$ cat src/rtl/gpio_pkg.sv
// Shared GPIO definitions: default widths, debounce counter width and edge-type encodings.
package gpio_pkg;

  localparam int GPIO_WIDTH = 32;
  localparam int SYNC_DEPTH = 2;
  localparam int DB_CNT_W   = 4;

  // Encodings are kept stable so a future edge-config register block can share them.
  typedef enum logic {
    EDGE_RISE = 1'b0,
    EDGE_FALL = 1'b1
  } edge_e;

  function automatic logic edge_hit(input logic cur, input logic prev, input edge_e kind);
    return (kind == EDGE_RISE) ? (cur & ~prev) : (~cur & prev);
  endfunction

endpackage

$ cat src/rtl/gpio_db_bit.sv
// One pin: synchroniser, optional debounce (GPIO_IN_DEBOUNCE_EN), stable level and edge detect.
module gpio_db_bit
  import gpio_pkg::*;
#(
  parameter int SYNC_STAGES = SYNC_DEPTH,
  parameter int DB_COUNT    = 4
) (
  input  logic clk_i,
  input  logic rst_i,
  input  logic pad_i,
`ifdef GPIO_IN_DEBOUNCE_EN
  input  logic tick_i,
`endif
  input  logic rise_en_i,
  input  logic fall_en_i,
  output logic stable_o,
  output logic rise_o,
  output logic fall_o
);

  if (SYNC_STAGES < 2) begin : g_bad_sync
    $error("gpio_db_bit: SYNC_STAGES must be >= 2");
  end
  if (DB_COUNT < 1 || DB_COUNT > 15) begin : g_bad_count
    $error("gpio_db_bit: DB_COUNT must be in 1..15");
  end

  logic [SYNC_STAGES-1:0] sync_q;
  logic                   sync;
  logic                   stable_q, stable_d;
  logic                   stable_dly_q;

  assign sync = sync_q[SYNC_STAGES-1];

  always_ff @(posedge clk_i or posedge rst_i) begin
    if (rst_i) begin
      sync_q <= '0;
    end else begin
      sync_q <= {sync_q[SYNC_STAGES-2:0], pad_i};
    end
  end

`ifdef GPIO_IN_DEBOUNCE_EN
  logic [DB_CNT_W-1:0] cnt_q, cnt_d;

  // Any agreeing cycle restarts the count, so only an unbroken disagreement is accepted.
  always_comb begin
    cnt_d    = cnt_q;
    stable_d = stable_q;
    if (sync == stable_q) begin
      cnt_d = '0;
    end else if (tick_i) begin
      if (cnt_q == DB_CNT_W'(DB_COUNT - 1)) begin
        stable_d = sync;
        cnt_d    = '0;
      end else begin
        cnt_d = cnt_q + 1'b1;
      end
    end
  end

  always_ff @(posedge clk_i or posedge rst_i) begin
    if (rst_i) begin
      cnt_q <= '0;
    end else begin
      cnt_q <= cnt_d;
    end
  end
`else
  assign stable_d = sync;
`endif

  always_ff @(posedge clk_i or posedge rst_i) begin
    if (rst_i) begin
      stable_q     <= 1'b0;
      stable_dly_q <= 1'b0;
    end else begin
      stable_q     <= stable_d;
      stable_dly_q <= stable_q;
    end
  end

  assign stable_o = stable_q;
  assign rise_o   = edge_hit(stable_q, stable_dly_q, EDGE_RISE) & rise_en_i;
  assign fall_o   = edge_hit(stable_q, stable_dly_q, EDGE_FALL) & fall_en_i;

endmodule

$ cat src/rtl/gpio_in_cond.sv
// GPIO input conditioning: per-pin sync/debounce/edge detect, sticky pending flags, level irq.
// Debounce prescaler and counters are built only when GPIO_IN_DEBOUNCE_EN is defined.
module gpio_in_cond
  import gpio_pkg::*;
#(
  parameter int WIDTH       = GPIO_WIDTH,
  parameter int SYNC_STAGES = SYNC_DEPTH,
  parameter int DB_PRESCALE = 1000,
  parameter int DB_COUNT    = 4
) (
  input  logic             i_clk,
  input  logic             i_rst,
  input  logic [WIDTH-1:0] i_pad,
  input  logic [WIDTH-1:0] i_rise_en,
  input  logic [WIDTH-1:0] i_fall_en,
  input  logic [WIDTH-1:0] i_clr,
  output logic [WIDTH-1:0] o_gpio,
  output logic [WIDTH-1:0] o_pending,
  output logic             o_irq
);

  if (DB_PRESCALE < 2) begin : g_bad_prescale
    $error("gpio_in_cond: DB_PRESCALE must be >= 2");
  end

  logic [WIDTH-1:0] stable;
  logic [WIDTH-1:0] rise;
  logic [WIDTH-1:0] fall;
  logic [WIDTH-1:0] pending_q, pending_d;
  logic             irq_q;

`ifdef GPIO_IN_DEBOUNCE_EN
  localparam int PW = $clog2(DB_PRESCALE);

  logic [PW-1:0] presc_q, presc_d;
  logic          tick;

  assign tick    = (presc_q == PW'(DB_PRESCALE - 1));
  assign presc_d = tick ? '0 : presc_q + 1'b1;

  always_ff @(posedge i_clk or posedge i_rst) begin
    if (i_rst) begin
      presc_q <= '0;
    end else begin
      presc_q <= presc_d;
    end
  end
`endif

  for (genvar g = 0; g < WIDTH; g++) begin : g_pin
    gpio_db_bit #(
      .SYNC_STAGES(SYNC_STAGES),
      .DB_COUNT   (DB_COUNT)
    ) u_bit (
      .clk_i    (i_clk),
      .rst_i    (i_rst),
      .pad_i    (i_pad[g]),
`ifdef GPIO_IN_DEBOUNCE_EN
      .tick_i   (tick),
`endif
      .rise_en_i(i_rise_en[g]),
      .fall_en_i(i_fall_en[g]),
      .stable_o (stable[g]),
      .rise_o   (rise[g]),
      .fall_o   (fall[g])
    );
  end

  // Set has priority over a coincident clear so no edge is silently dropped.
  assign pending_d = (pending_q & ~i_clr) | rise | fall;

  always_ff @(posedge i_clk or posedge i_rst) begin
    if (i_rst) begin
      pending_q <= '0;
      irq_q     <= 1'b0;
    end else begin
      pending_q <= pending_d;
      irq_q     <= |pending_q;
    end
  end

  assign o_gpio    = stable;
  assign o_pending = pending_q;
  assign o_irq     = irq_q;

endmodule

$ cat config.mk
export PLATFORM = sky130hd
export DESIGN_NAME = gpio_in_cond
export DESIGN_NICKNAME = d
export VERILOG_FILES = /design/src/rtl/gpio_pkg.sv /design/src/rtl/gpio_db_bit.sv /design/src/rtl/gpio_in_cond.sv
export SDC_FILE = /design/constraint.sdc
export NUM_CORES = 1
export LEC_CHECK = 0
export BUFFER_PORTS_ARGS = -buffer_cell sky130_fd_sc_hd__buf_2
export CORE_MARGIN = 5
export CORE_UTILIZATION = 30
export CTS_BUF_LIST = sky130_fd_sc_hd__clkbuf_8
export CTS_CLUSTER_SIZE = 28
export DETAILED_ROUTE_END_ITERATION = 8
export GPL_TIMING_DRIVEN = 0
export PLACE_DENSITY = 0.6
export SLEW_MARGIN = 20
export SYNTH_ARGS = -nofsm -noshare
export SYNTH_HDL_FRONTEND = slang
export SYNTH_SLANG_ARGS = --single-unit
export TNS_END_PERCENT = 100
$ cat constraint.sdc
create_clock -name i_clk -period 4.7 [get_ports i_clk]
set_clock_uncertainty 0.1 [all_clocks]
set_input_delay 0.47 -clock i_clk [delete_from_list [all_inputs] [get_ports i_clk]]
set_output_delay 0.47 -clock i_clk [all_outputs]
set_load 0.01 [all_outputs]
After elaboration in Yosys (flattened, before gate mapping)
Index checks and enable logic that the tools add are counted.
{"block": "word_totals", "reg_bits": 161, "inputBits": 130, "out_inout_bits": 65, "wordCells": 295}
{"block": "classes", "n_bitwise": 196, "n_reduce_logical": 1}
{"operator": "1-bit bitwise AND", "n": 128}
{"operator": "1-bit inverter", "n": 64}
{"operator": "32-bit OR", "n": 2}
{"operator": "32-bit bitwise AND", "n": 1}
{"operator": "32-bit inverter", "n": 1}
{"operator": "32-bit OR reduction", "n": 1}

Depth between registers and ports, before layout
Gate-level depths: netlist of the first run.
{"block": "logic_depth", "ltp_word": 5, "ltp_mapped": 3, "mapped_depth_nobuf": 3}

Modules after synthesis
From an unflattened synthesis of the first run, not the netlist that was laid out.
{"block": "hier_totals", "hier_cells": 365, "area_unflattened_um2": 5188.7}
{"mod": "gpio_db_bit", "instances": 32, "cells_each": 7, "area_each_um2": 121.4, "seq_area_each_um2": 100.1}
{"mod": "gpio_in_cond", "instances": 1, "cells_each": 141, "area_each_um2": 1305.0, "seq_area_each_um2": 825.8}

Worst setup path after synthesis of the first run
OpenSTA, ideal clock, no wires.
{"block": "synth_path", "kind": "register -> register", "start": "register pending_q[0] (netlist: o_pending[0])", "end": "register irq_q (netlist: o_irq)", "setup_ps": 124, "arrival_ps": 982, "required_time_ps": 4476, "setup_slack_ps": 3494, "stages_incl_launch_ff": 4, "n_path_buf": 0, "synth_period_minus_slack_ps": 1206, "path_cell_list": "dfrtp_1 > nor4_1 > nand4_1 > or2_1"}
{"block": "synth_between", "elab_chain_cells": 1}
{"element": "start: declaration", "line": "gpio_in_cond.sv:29", "text": "logic [WIDTH-1:0] pending_q, pending_d;"}
{"element": "start signal: assignment", "line": "gpio_in_cond.sv:77", "text": "pending_q <= pending_d;"}
{"element": "32-bit OR reduction", "line": "gpio_in_cond.sv:78", "text": "irq_q <= |pending_q;"}
{"element": "end signal: assignment", "line": "gpio_in_cond.sv:78"}
{"element": "end: declaration", "line": "gpio_in_cond.sv:30", "text": "logic irq_q;"}
Every way passes these cells.

Worst setup path in the final report of the first run
{"block": "layout_path", "start": "register g_pin[14].u_bit.stable_q", "end": "output port o_gpio[14]"}
{"element": "start: declaration", "line": "gpio_db_bit.sv:30", "text": "logic stable_q, stable_d;"}
{"element": "start signal: assignment", "line": "gpio_db_bit.sv:78", "text": "stable_q <= stable_d;"}
{"element": "end: declaration", "line": "gpio_in_cond.sv:17", "text": "output logic [WIDTH-1:0] o_gpio,"}
No word-level cell between the ends.

==> flow_summary.yaml, run 1 <==
route:
  first_iter_violations: 103
  viasPerCell: 4.06
  num_vias: 3308
  ant_nets: 0
  dr.pass1.iters: 4
  drc: 0
  wl_per_cell_um: 13.0
  routed_wl_mm: 10.6
power:
  clkPwrFrac: 0.350
  p_int_uw: 2080
  vdd_drop_max_mv: 0.166
  fin_total_pwr_uw: 2730
  seq_power_share: 0.558
  power.switching_uw: 654
  powerDensity_mw_per_mm2: 383
  leakagePower_uw: 0.00341
  power_frac_comb: 0.092
  p_sw_frac: 0.240
global_route:
  use_met1: 0.136
  grt_pass1_vias: 3531
  grt_overflow_total: 0
  grt_use_met3: 0.0393
  grt_max_degree: 36
  grt_pass1_wl_mm: 17.3
  busiest_layer: "met2"
  antenna_found_initial: 0
  globalRouteTotalUtil: 0.110
  met2_usage: 0.175
critical_path:
  r2r_slack_ns: 3.06
  cp_slowest_cell: "dfrtp_1"
  critPathRequiredTime_ns: 4.13
  r2r_end: "o_irq"
  endpoint_kind: "output port"
  r2r-start: "o_pending[25]"
  worst-setup-path-type: "reg2out"
  critPathLaunchType: "flip-flop"
  reg2regPathDepth: 3
  crit_buf_inv: 2
  cp_top_family: "flip-flops"
  critPathMaxStageDelay_ns: 0.43
  cp_max_fo: 4
  critical_path.cell_chain: "buf_4 > buf_2"
  cp.arrival_ns: 1.12
run_status:
  status: "finished, final reports clean"
placed_design:
  io_buffers: 194
  place_area_mm2: 0.00652
  gp_congestion: 0.820
  dp_hpwl_mm: 8.25
min_path:
  hold_end: "g_pin[20].u_bit.sync_q[0]"
  worst_hold_path_type: "in2reg"
  min_path_cells: 1
  holdCritStartpoint: "i_pad[20]"
sta:
  hold_viol: 0
  tightest_slew_ns: 0.517
  drv_slew: 0
  rsz0062_at_grt: "false"
  setup-tns-final_ns: 0
  post-route-min-period_ns: 1.69
  finalSetupViolCount: 0
  fin_crit_sh: 0.360
  relSlewSlack: 0.652
  max_freq_mhz: 591
  timing.hold.ws_ns: 0.0542
yosys:
  ys_types: 15
  yosys_warnings: 0
  syn-num-nets: 465
  synth-seq-cells: 161
  syn-cell-area_mm2: 0.00515
  yosysSeqAreaShare: 0.782
  syn_inst: 335
  yosys.area.top_type: "dfrtp_1"
  synth_area_leaders: "dfrtp_1 (78%), buf_4 (4.7%), nand3b_1 (4.4%), o211ai_1 (4.4%), nand2b_1 (3.3%)"
  syn_avg_cell_area_um2: 15.4
  synth_top_area_share: 0.782
cells_and_area:
  drive_gt1_frac: 0.447
  final_core_util: 0.418
  nFillCells: 1621
  fin_nets: 706
  seq_area_mm2: 0.00403
  areaGrowthSynthToFinish_pct: 38.3
  multiInputGateArea_um2: 868
  fin_area_mm2: 0.00712
  diodes: 0
cts:
  cts_tree: "yes"
  cts_buffers: 17
  cts_sinks: 161
  cts_root_buf: "clkbuf_8"
  path_clk_slew_ns: 0.08
  clk_path_buf_depth: 2
  h-tree-depth: 4
  clkLatencyLatePin_ns: 0.42
  cts_setup_buffers: 0
floorplanning:
  fp.dieArea_mm2: 0.0199
  initial_core_util: 0.302
  io_pins: 195
  dieHeight_um: 141
  core_area_mm2: 0.0171
  dieWidth_um: 141
  floorplan.rows: 48
flow_run:
  maxCapViolCount: 0
kinds of logic after synthesis:
family	share of synthesized area
buf+inv	0.0495
simple gates	0.119
flops	0.782
compound gates	0.0491
cells in the mapped netlist (all sizes together):
cell type,count
nand2,33
nand2b,27
o211ai,30
nor4,8
buf,32
o21ai,2
nand3b,30
dfrtp,161
a32oi,1
o22a,1
nand4,2
or2b,3
or2,1
inv,4
cells in the final DEF, fill, tap and decap left out:
cell type and instances:
clkinvlp_4 5, bufinv_16 2, nand2_1 33, dlygate4sd3_1 23, nand2b_1 27, o211ai_1 30
inv_6 2, dfrtp_1 161, o22a_1 1, nor4_2 1, buf_16 1, or2b_1 3
buf_12 4, o21ai_0 2, or2_1 1, a32oi_1 1, clkbuf_8 17, nand4_1 2
inv_1 5, nand3b_1 30, nor4_1 7, clkinv_2 4, clkinv_4 1, buf_2 194
buf_4 32
cell type report:
class	instances	area share
plain buffers	32	0.0337
clock buffers	17	0.0328
clock inverters	15	0.0202
inverters	4	0.00263
multi-input cells	138	0.122
flip-flops and latches	161	0.566
well taps	225	0.0395
repair buffers	222	0.184
state kept, by name, summed over array words and instances, names as in the netlist:
register,cells
g_pin.u_bit.stable_o,32
o_irq,1
o_pending,32
g_pin.u_bit.sync_q,64
g_pin.u_bit.stable_dly_q,32
how the worst max path moves through the flow:
stage	startpoint	endpoint	slack, ns	cells past startpoint
final	g_pin[14].u_bit.stable_o	o_gpio[14]	3.01	2
after global routing	i_rst	g_pin[6].u_bit.sync_q[0]	2.91	6
after global placement	i_rst	o_pending[20]	1.18	2
after floorplan	i_rst	g_pin[0].u_bit.stable_dly_q	2.09	1
after CTS	g_pin[0].u_bit.stable_o	o_gpio[0]	2.95	2
after detailed placement	o_pending[25]	o_irq	3.01	3
metal layers:
metal  share of wire  vias up
met4           0.020        0
met5               0        -
met3           0.061       13
met2            0.50      103
met1            0.42     1600
li1                -     1592
stage by stage:
stage	setup WS, ns	instances
after floorplan	2.09	335
after global placement	1.18	754
after detailed placement	3.01	759
after CTS	2.95	814
after global routing	2.91	814
final	3.01	814
power by group through the flow:
stage	logic (uW)	clock network, uW	registers [uW]
floorplan	97.7	0	1550
global placement	228	0	1550
detailed placement	243	0	1550
CTS	259	1000	1530
global route	281	1060	1540
finish	252	955	1520
repair_timing:
action	in CTS	in global routing
hold buffers	23	0
resized for setup	0	0
endpoints found under the hold margin	38	0
Power figures use the tool's default switching activity.
==> run 2, diff against run 1 <==
==> constraint.sdc (replaced) <==
create_clock -name i_clk -period 1.5 [get_ports i_clk]
set_clock_uncertainty 0.1 [all_clocks]
set_input_delay 0.15 -clock i_clk [delete_from_list [all_inputs] [get_ports i_clk]]
set_output_delay 0.15 -clock i_clk [all_outputs]
set_load 0.01 [all_outputs]
==> flow_summary.yaml, run 2 (synthesis results as in run 1) <==
floorplanning:
  io_pins: 195
  core_area_mm2: 0.0171
  initial_core_util: 0.302
  fp.dieArea_mm2: 0.0199
  dieWidth_um: 141
  dieHeight_um: 141
  floorplan.rows: 48
route:
  routed_wl_mm: 11.7
  num_vias: 3676
  ant_nets: 0
  first_iter_violations: 92
  dr.pass1.iters: 4
  wl_per_cell_um: 13.1
  drc: 0
  viasPerCell: 4.12
flow_run:
  maxCapViolCount: 0
sta:
  drv_slew: 0
  setup-tns-final_ns: 0
  rsz0062_at_grt: "false"
  max_freq_mhz: 687
  hold_viol: 0
  tightest_slew_ns: 0.365
  relSlewSlack: 0.755
  fin_crit_sh: 0.970
  post-route-min-period_ns: 1.46
  finalSetupViolCount: 0
  timing.final.ws_setup_ns: 0.0446
min_path:
  min_path_cells: 4
  worst_hold_path_type: "in2reg"
critical_path:
  crit_start: "g_pin[24].u_bit.stable_o"
  r2r_end: "o_pending[24]"
  cp_max_fo: 4
  worst-setup-path-type: "reg2reg"
  r2r-start: "g_pin[24].u_bit.stable_o"
  r2r_slack_ns: 0.04
  cp.arrival_ns: 1.72
  critPathLaunchType: "flip-flop"
  reg2regPathDepth: 3
  endpoint_kind: "flip-flop"
  critPathRequiredTime_ns: 1.76
  crit_end: "o_pending[24]"
global_route:
  grt_pass1_wl_mm: 19.2
  grt_max_degree: 36
  globalRouteTotalUtil: 0.121
  grt_overflow_total: 0
  antenna_found_initial: 0
  grt_pass1_vias: 4018
placed_design:
  dp_hpwl_mm: 8.25
  gp_congestion: 0.820
  dp.cells: 759
  preCtsSetupSlack_ns: -0.194
  io_buffers: 194
power:
  leakagePower_uw: 0.00377
  power.switching_uw: 2130
  seq_power_share: 0.544
  clkPwrFrac: 0.338
  powerDensity_mw_per_mm2: 1110
  p_sw_frac: 0.241
  power_frac_comb: 0.118
  vdd_drop_max_mv: 0.535
  p_int_uw: 6710
cts:
  clkLatencyLatePin_ns: 0.43
  clk_path_buf_depth: 2
  cts_tree: "yes"
  h-tree-depth: 4
  cts_sinks: 161
  path_clk_slew_ns: 0.08
  cts_root_buf: "clkbuf_8"
  cts_buffers: 17
cells_and_area:
  largest_reg_flops: 64
  largest-register: "g_pin.u_bit.sync_q"
  drive_gt1_frac: 0.413
  diodes: 0
  fin_nets: 785
  stdcell_count: 893
  layout_common_cells: "buf_2 (194), dfrtp_1 (159), dlygate4sd3_1 (97), buf_4 (37), nand2_1 (33)"
  final_common_cell: "buf_2"
  areaGrowthSynthToFinish_pct: 54.8
run_status:
  status: "finished, final reports clean"
run 2: changes by cell type in the layout (fill, tap and decap cells not counted), sizes merged:
| cell | before | now |
|---|---|---|
| buf | 231 | 236 |
| dlygate4sd3 | 23 | 97 |
run 2: cell type report:
| type | instances | area (um2) |
|---|---|---|
| plain buffers | 32 | 240 |
| clock buffers | 17 | 234 |
| clock inverters | 15 | 144 |
| fillers | 1522 | 9080 |
| inverters | 4 | 18.8 |
| multi-input cells | 138 | 941 |
| flip-flops and latches | 161 | 4030 |
| well taps | 225 | 282 |
| repair buffers | 301 | 2090 |
run 2: worst min path at each step:
stage                       start                         to  slack [ns]
floorplan                i_pad[0]   g_pin[0].u_bit.sync_q[0]        0.08
global placement        i_pad[12]  g_pin[12].u_bit.sync_q[0]        0.16
detailed placement          i_rst  g_pin[30].u_bit.sync_q[0]        0.09
CTS                         i_rst  g_pin[30].u_bit.sync_q[0]        0.14
global route        i_fall_en[26]              o_pending[26]        0.01
finish              i_fall_en[26]              o_pending[26]       0.005
run 2: repair_timing:
| action | 4_1_cts | 5_1_grt |
|---|---|---|
| pin swaps | 0 | 3 |
| hold buffers | 97 | 2 |
| gates resized for setup | 8 | 5 |
| setup endpoints to repair | 1 | 6 |
| cloned | 0 | 0 |
| setup buffers | 0 | 5 |
| endpoints found under the hold margin | 126 | 1 |
run 2: metrics by stage:
step                      hold slack (ns)   util  total power (uW)  area [um2]
final                             0.00529  0.468              8840        7980
after global routing               0.0141  0.468              9310        7980
after CTS                           0.145  0.464              8980        7920
after detailed placement           0.0911  0.382              5630        6520
after global placement              0.159  0.376              5570        6410
after floorplan                    0.0814      -              5180        5160
run 2: critical path, stage by stage (launching register included):
cell	delay [ns]
dfrtp_1	0.42
nand3b_1	0.17
o211ai_1	0.12
dlygate4sd3_1	0.59
run 2: power by group through the flow:
| stage | logic, uW | registers [uW] | clock network (uW) |
|---|---|---|---|
| 6_report | 1040 | 4810 | 2990 |
| 5_1_grt | 1150 | 4850 | 3310 |
| 4_1_cts | 1040 | 4810 | 3130 |
| 3_5_place_dp | 762 | 4870 | 0 |
| 3_3_place_gp | 714 | 4860 | 0 |
| 2_1_floorplan | 306 | 4870 | 0 |
run 2: layer usage:
| layer | track usage | routed length [um] |
|---|---|---|
| met1 | 0.143 | 4660 |
| met2 | 0.204 | 6070 |
| met3 | 0.0390 | 700 |
| met4 | 0.0490 | 288 |
| met5 | 0 | 0 |
==> run 3, diff against run 2 <==
--- a/config.mk
+++ b/config.mk
@@ -12,7 +12,9 @@
 export CTS_CLUSTER_SIZE = 28
 export DETAILED_ROUTE_END_ITERATION = 8
 export GPL_TIMING_DRIVEN = 0
+export MAX_ROUTING_LAYER = met4
 export PLACE_DENSITY = 0.6
+export REMOVE_ABC_BUFFERS = 1
 export SLEW_MARGIN = 20
 export SYNTH_ARGS = -nofsm -noshare
 export SYNTH_HDL_FRONTEND = slang
==> flow_summary.yaml, run 3 (synthesis results as in run 1) <==
cts:
  path_clk_slew_ns: 0.08
  cts_buffers: 17
  cts_tree: "yes"
  cts_sinks: 161
  h-tree-depth: 4
  clkLatencyLatePin_ns: 0.44
  cts_root_buf: "clkbuf_8"
  clk_path_buf_depth: 2
sta:
  max_freq_mhz: 693
  finalSetupViolCount: 0
  rsz0062_at_grt: "false"
  timing.hold.ws_ns: -0.0303
  drv_slew: 0
  setup-tns-final_ns: 0
  relSlewSlack: 0.630
  hold_viol: 1
  tightest_slew_ns: 0.555
  post-route-min-period_ns: 1.44
  fin_crit_sh: 0.962
floorplanning:
  core_area_mm2: 0.0171
  initial_core_util: 0.302
  dieWidth_um: 141
  dieHeight_um: 141
  floorplan.rows: 48
  io_pins: 195
  fp.dieArea_mm2: 0.0199
flow_run:
  maxCapViolCount: 0
cells_and_area:
  final_common_cell: "buf_2"
  fin_nets: 746
  drive_gt1_frac: 0.375
  largest-register: "g_pin.u_bit.sync_q"
  fin_area_mm2: 0.00763
  areaGrowthSynthToFinish_pct: 48.0
  stdcell_count: 855
  layout_common_cells: "buf_2 (194), dfrtp_1 (160), dlygate4sd3_1 (95), nand2_1 (33)"
  largest_reg_flops: 64
placed_design:
  gp_congestion: 0.837
  dp.cells: 723
  place_area_mm2: 0.00620
  dp_hpwl_mm: 8.03
  io_buffers: 194
critical_path:
  cp_top_family: "buffers and inverters"
  critPathMaxStageDelay_ns: 0.59
  endpoint_kind: "flip-flop"
  r2r_slack_ns: 0.06
  critPathRequiredTime_ns: 1.78
  critPathLaunchType: "flip-flop"
  crit_buf_inv: 1
  r2r_end: "o_pending[25]"
  cp_slowest_cell: "dlygate4sd3_1"
  cp.arrival_ns: 1.72
  reg2regPathDepth: 3
  cp_max_fo: 4
  r2r-start: "g_pin[25].u_bit.stable_o"
  worst-setup-path-type: "reg2reg"
  critical_path.cell_chain: "nand3b_1 > o211ai_1 > dlygate4sd3_1"
run_status:
  violations: "hold timing"
  status: "complete, but fails checks"
min_path:
  hold_end: "o_pending[26]"
  holdCritStartpoint: "i_fall_en[26]"
  worst_hold_path_type: "in2reg"
  min_path_cells: 4
route:
  dr.pass1.iters: 4
  num_vias: 3534
  drc: 0
  wl_per_cell_um: 13.7
  routed_wl_mm: 11.7
  viasPerCell: 4.13
  first_iter_violations: 173
  ant_nets: 0
power:
  vdd_drop_max_mv: 0.535
  powerDensity_mw_per_mm2: 1150
  leakagePower_uw: 0.00357
global_route:
  grt_max_degree: 82
  grt_pass1_vias: 3837
  grt_pass1_wl_mm: 19.0
  antenna_found_initial: 1
  grt_overflow_total: 0
  globalRouteTotalUtil: 0.126
-- run 3: layout make-up --
class,count,area [um2]
Antenna cell,1,2.50
Clock buffer,21,289
Clock inverter,11,105
Fill cell,1541,9430
Inverter,4,22.5
Multi-Input combinational cell,138,911
Sequential cell,161,4030
Tap cell,225,282
Timing Repair Buffer,294,1980
-- run 3: report_power, final --
part | leakage (uW) | total [uW] | internal, uW | switching (uW)
logic | 0.00150 | 951 | 562 | 389
clock network | 0.000184 | 3020 | 1490 | 1530
registers | 0.00189 | 4800 | 4610 | 192
total | 0.00357 | 8770 | 6660 | 2110
-- run 3: worst max-delay path by stage --
stage | to | cells past startpoint | start | slack [ns]
after floorplan | g_pin[0].u_bit.stable_dly_q | 1 | i_rst | -3.10
after global placement | o_pending[20] | 2 | i_rst | -4.69
after detailed placement | o_irq | 3 | o_pending[21] | -0.21
after CTS | o_irq | 3 | o_pending[18] | 0.01
after global routing | o_pending[10] | 3 | g_pin[10].u_bit.stable_o | 0.001
final | o_pending[25] | 3 | g_pin[25].u_bit.stable_o | 0.06
-- run 3: routing by layer --
layer | up-vias | GRT usage | routed length [um] | share of wire
met1 | 1741 | 0.137 | 4480 | 0.38
met3 | 18 | 0.0387 | 682 | 0.058
met5 | - | - | 0 | 0
li1 | 1668 | - | - | -
met4 | 0 | 0.0658 | 256 | 0.022
met2 | 107 | 0.207 | 6270 | 0.54
-- run 3: worst min-delay path, cell delays in order --
cell     delay (ns)
buf_2          0.10
nand2_1        0.05
o22a_1         0.11
o21ai_0        0.07
-- run 3: stage by stage --
stage	worst slack, ns	power [uW]	utilization
2_1_floorplan	-3.10	5110	-
3_3_place_gp	-4.69	5510	0.361
3_5_place_dp	-0.215	5550	0.363
4_1_cts	0.0138	8930	0.446
5_1_grt	0.00140	9220	0.447
6_report	0.0572	8770	0.447
-- run 3: timing repair --
item                                    4_1_cts  5_1_grt
endpoints found under the setup margin        1        4
cloned                                        0        0
setup buffers                                 0        3
hold endpoints to repair                    144        0
hold buffers                                 97        0
gates resized for setup                       5        4
pin swaps                                     0        0
